===== src/rtl/regs_dump_pkg.sv =====
// Shared defaults and FSM state encoding for the register-file dump engine.
package regs_dump_pkg;

  localparam int unsigned DEF_ADDR_W    = 5;
  localparam int unsigned DEF_DATA_W    = 32;
  localparam int unsigned DEF_LAST_ADDR = 31;

  typedef enum logic [1:0] {
    ST_IDLE = 2'd0,
    ST_READ = 2'd1,
    ST_SEND = 2'd2,
    ST_FIN  = 2'd3
  } state_t;

endpackage


===== src/rtl/regs_dump.sv =====
// Walks an external register file from address 0 to LAST_ADDR and streams
// each captured word out over a valid/ready handshake.
//
// state   | meaning
// --------+-----------------------------------------------------------
// IDLE    | waiting for start; counter parked at 0
// READ    | r_addr = counter, word and address captured on the edge
// SEND    | captured word presented until accepted (or abort)
// FIN     | one-cycle done pulse, then back to IDLE
module regs_dump
  import regs_dump_pkg::*;
#(
  parameter int unsigned ADDR_W    = DEF_ADDR_W,
  parameter int unsigned DATA_W    = DEF_DATA_W,
  parameter int unsigned LAST_ADDR = DEF_LAST_ADDR
) (
  input  logic              clk,
  input  logic              rst_n,
  input  logic              start,
  input  logic              abort,
  output logic [ADDR_W-1:0] r_addr,
  input  logic [DATA_W-1:0] r_data,
  output logic              out_valid,
  input  logic              out_ready,
  output logic [ADDR_W-1:0] out_addr,
  output logic [DATA_W-1:0] out_data,
  output logic              busy,
  output logic              done
);

  localparam logic [ADDR_W-1:0] LAST = ADDR_W'(LAST_ADDR);

  state_t            state;
  state_t            state_nx;
  logic [ADDR_W-1:0] cnt;
  logic [ADDR_W-1:0] cnt_nx;
  logic              capture;

  always_ff @(posedge clk or negedge rst_n) begin
    if (!rst_n) begin
      state <= ST_IDLE;
    end else begin
      state <= state_nx;
    end
  end

  // The captured word is frozen outside READ so later register-file writes
  // never leak into a word that is already being presented.
  always_ff @(posedge clk or negedge rst_n) begin
    if (!rst_n) begin
      cnt      <= '0;
      out_addr <= '0;
      out_data <= '0;
    end else begin
      cnt <= cnt_nx;
      if (capture) begin
        out_addr <= cnt;
        out_data <= r_data;
      end
    end
  end

  always_comb begin
    state_nx = state;
    cnt_nx   = cnt;
    capture  = 1'b0;
    case (state)
      ST_IDLE: begin
        if (start) begin
          state_nx = ST_READ;
          cnt_nx   = '0;
        end
      end
      ST_READ: begin
        if (abort) begin
          state_nx = ST_IDLE;
          cnt_nx   = '0;
        end else begin
          state_nx = ST_SEND;
          capture  = 1'b1;
        end
      end
      ST_SEND: begin
        // abort wins over a transfer landing on the same edge
        if (abort) begin
          state_nx = ST_IDLE;
          cnt_nx   = '0;
        end else if (out_ready) begin
          if (cnt == LAST) begin
            state_nx = ST_FIN;
          end else begin
            state_nx = ST_READ;
            cnt_nx   = cnt + 1'b1;
          end
        end
      end
      ST_FIN: begin
        state_nx = ST_IDLE;
        cnt_nx   = '0;
      end
      default: begin
        state_nx = ST_IDLE;
        cnt_nx   = '0;
      end
    endcase
  end

  assign r_addr    = cnt;
  assign out_valid = (state == ST_SEND);
  assign busy      = (state != ST_IDLE);
  assign done      = (state == ST_FIN);

endmodule


===== config.mk =====
export PLATFORM = sky130hd
export DESIGN_NAME = regs_dump
export DESIGN_NICKNAME = d
export VERILOG_FILES = /design/src/rtl/regs_dump_pkg.sv /design/src/rtl/regs_dump.sv
export SDC_FILE = /design/constraint.sdc
export NUM_CORES = 1
export LEC_CHECK = 0
export ABC_CLOCK_PERIOD_IN_PS = 5400
export CAP_MARGIN = 20
export CORE_MARGIN = 8
export CORE_UTILIZATION = 40
export CTS_BUF_LIST = sky130_fd_sc_hd__clkbuf_8
export CTS_CLUSTER_DIAMETER = 150
export DETAILED_ROUTE_END_ITERATION = 12
export GPL_TIMING_DRIVEN = 1
export PLACE_DENSITY_LB_ADDON = 0.3
export SLEW_MARGIN = 15
export SYNTH_ARGS = -nofsm -noshare
export SYNTH_HDL_FRONTEND = slang
export SYNTH_SLANG_ARGS = --single-unit

===== constraint.sdc =====
create_clock -name clk -period 5.4 [get_ports clk]
set_input_delay 1.35 -clock clk [delete_from_list [all_inputs] [get_ports clk]]
set_output_delay 1.35 -clock clk [all_outputs]
set_load 0.005 [all_outputs]

==> flow_metrics.py <==
metrics = {
    "outcome": {
        "status": "finished, final reports clean",
    },
    "detailed_routing": {
        "drc": 0,
        "wl_per_cell_microns": 16.7,
        "vias": 1256,
        "wl_microns": 4300,
        "dr.pass1.iters": 4,
        "drtAntennaViolNets": 0,
        "viasPerCell": 4.89,
        "drt_first_iter_violations": 31,
    },
    "synth": {
        "synth_xor_area_frac": 0,
        "synth-edff-count": 0,
        "syn_avg_cell_area_sq_um": 14.9,
        "ys_types": 27,
        "syn_inst": 121,
        "ys_seq_area_frac": 0.611,
        "synth_compound_area_frac": 0.0368,
        "synth_most_common_cell": "dfrtp_1",
        "synth_ff_type": "dfrtp_1",
        "synth_largest_area_cell": "dfrtp_1",
        "synth_top_area_share": 0.611,
        "yosys-top-cells-count": "44 x dfrtp_1, 29 x mux2_2, 6 x mux2_4, 6 x nand2_1, 3 x inv_1",
        "syn_area_sq_um": 1800,
        "synthArstFlopShare": 1.00,
        "yosys-top-cells-area": "dfrtp_1 61%, mux2_2 18%, mux2_4 5.0%",
        "synth-simple-area-share": 0.0638,
        "yosysWarningCount": 0,
        "synth.net_count": 160,
        "ys_ff_latch": 44,
        "synth_top_family_by_area": "multiplexers",
        "synth_fa_ha_area_frac": 0.0139,
        "yosys-mux-area-fraction": 0.242,
    },
    "timing": {
        "min_period_ns": 3.32,
        "finClkSkew_ns": 0.00801,
        "fmax_mhz": 301,
        "slew-limit-headroom": 0.357,
        "final_max_slew_viol_count": 0,
        "worstMarginPinSlew_ns": 0.964,
        "hold_viol": 0,
        "fin_ws_ns": 2.08,
        "finalSetupTns_ns": 0,
        "finalCritPeriodShare": 0.615,
        "setup_viol": 0,
        "rsz0062_at_grt": "no",
    },
    "power": {
        "p_leak_nw": 1.18,
        "power_density_nw_per_um2": 372,
        "p_seq_frac": 0.458,
        "internal_power_uw": 765,
        "pwr-share-comb": 0.340,
        "ir_worst_vdd_mv": 0.188,
        "swShare": 0.244,
        "p_switching_uw": 246,
        "clkPwrFrac": 0.203,
    },
    "clock_network": {
        "path_clk_slew_ns": 0.08,
        "cts_made_buffers": 5,
        "root_buffer": "clkbuf_8",
        "cts.sinks": 44,
        "cts_hold_buf": 0,
        "htree_levels": 2,
        "cts_resized": 0,
        "clock_path_buffers": 2,
        "cts_setup_buffers": 0,
        "cts_tree": "yes",
        "clk_latency_ns": 0.29,
    },
    "critical_path": {
        "r2r_slack_ns": 3.17,
        "cp_max_fo": 40,
        "end_kind": "register",
        "worstPathCellList": "clkdlybuf4s50_1 > or2_2 > o221ai_2 > a221o_1",
        "path_class": "in -> reg",
        "timing.rr.end": "r_addr[2]",
        "ff2ff_path_depth": 4,
        "cp_data_arrival_time_ns": 3.50,
        "critPathLaunchType": "primary input",
        "crit_slowest_cell": "or2_2",
        "worstReg2RegStart": "state[1]",
        "required_ns": 5.58,
        "max_stage_delay_ns": 0.79,
    },
    "min_path": {
        "min_delay_path_depth": 2,
        "worstHoldStart": "out_addr[1]",
        "hold-path-endpoint": "out_addr[1]",
        "hp-class": "reg -> reg",
    },
    "run": {
        "drv_cap": 0,
    },
    "floorplanning": {
        "start_util": 0.414,
        "ios": 82,
        "die_x_microns": 83.1,
        "fp-row-count": 24,
        "core_sq_um": 4350,
        "die_area_sq_um": 6910,
        "die_h_microns": 83.1,
    },
    "grt": {
        "track_usage": 0.127,
        "met3_usage": 0.0615,
        "grt_util_met2": 0.204,
        "overflow": 0,
        "grt_max_degree": 45,
        "use_met1": 0.148,
        "grt_pass1_wl_microns": 7270,
        "antenna_found_initial": 0,
        "grt_pass1_vias": 1432,
        "busiest_layer": "met2",
    },
    "cells_and_area": {
        "fin_nets": 243,
        "diodes": 0,
        "drive_gt1_frac": 0.224,
        "syn_to_final_growth_pct": 50.9,
        "stdcell_count": 257,
        "design_area_sq_um": 2720,
        "post-route-util": 0.625,
    },
    "place": {
        "dp.cells": 249,
        "placed_area_sq_um": 2630,
        "dp_slack_ns": 1.75,
        "hpwl_microns": 3270,
        "finalWeightedCongestion": 0.726,
        "portBuffers": 81,
    },
}
-- how the worst max path moves through the flow --
stage / start / to / slack [ns]
finish: abort / r_addr[2] / 2.08
global route: abort / r_addr[2] / 1.92
CTS: abort / r_addr[2] / 2.06
detailed placement: abort / r_addr[2] / 1.75
global placement: abort / r_addr[2] / 1.87
floorplan: abort / out_addr[0] / 3.04
-- metal layers --
| metal | vias up | part of all wire |
|---|---|---|
| li1 | 583 | - |
| met1 | 619 | 0.41 |
| met2 | 49 | 0.50 |
| met3 | 5 | 0.079 |
| met4 | 0 | 0.010 |
| met5 | - | 0 |
-- stage by stage --
stage          hold slack (ns)  total power [mW]
2_1_floorplan            0.466             0.583
3_3_place_gp             0.470             0.805
3_5_place_dp             0.470             0.821
4_1_cts                  0.490              1.04
5_1_grt                  0.516              1.08
6_report                 0.484              1.01
-- cell usage in the layout (no fill, tap or decap) --
| cell | n |
|---|---|
| nor2_1 | 2 |
| o21ai_0 | 2 |
| a221o_1 | 1 |
| ha_1 | 2 |
| inv_1 | 4 |
| mux2_2 | 29 |
| o22a_1 | 1 |
| buf_2 | 1 |
| o21ai_1 | 1 |
| and3_1 | 1 |
| nor2b_1 | 2 |
| nand3_1 | 1 |
| nor3b_1 | 2 |
| nand2b_1 | 2 |
| mux2_4 | 6 |
| a21oi_1 | 2 |
| a21o_1 | 1 |
| dfrtp_1 | 44 |
| o221ai_2 | 1 |
| mux2i_1 | 2 |
| clkdlybuf4s50_1 | 80 |
| clkbuf_8 | 6 |
| clkinvlp_4 | 1 |
| and2_1 | 1 |
| nand2_1 | 6 |
| or2_2 | 2 |
| nand3b_1 | 2 |
-- sequential cells by signal, summed over array words and instances, names as in the netlist --
register	flops
out_data	32
out_addr	5
r_addr	5
state	2
-- area by class of cell --
cell class	instances	area (sq um)
sequential	44	1100
clock buffer	6	82.6
inverter	3	11.3
timing repair buffer	81	806
tap	52	65.1
multi-input combinational	69	643
clock inverter	2	11.3
fill	343	1630
-- power groups by stage --
| stage | Clock [mW] | Sequential, mW | Combinational (mW) |
|---|---|---|---|
| final | 0.205 | 0.463 | 0.343 |
| after global placement | 0 | 0.462 | 0.344 |
| after detailed placement | 0 | 0.469 | 0.352 |
| after global routing | 0.233 | 0.474 | 0.371 |
| after floorplan | 0 | 0.473 | 0.110 |
| after CTS | 0.218 | 0.463 | 0.354 |
-- critical path: cells and delay by family --
kind | cells | cell delay [ns]
compound gates | 2 | 0.79
buf+inv | 1 | 0.57
simple gates | 1 | 0.79
-- cell families (layout without fill, tap and decap cells) --
kind of cell	Yosys count	in the layout
compound gates	9	9
fa+ha+maj	2	2
buf+inv	8	92
simple gates	21	21
mux	37	37
flops	44	44
Power figures use the tool's default switching activity.
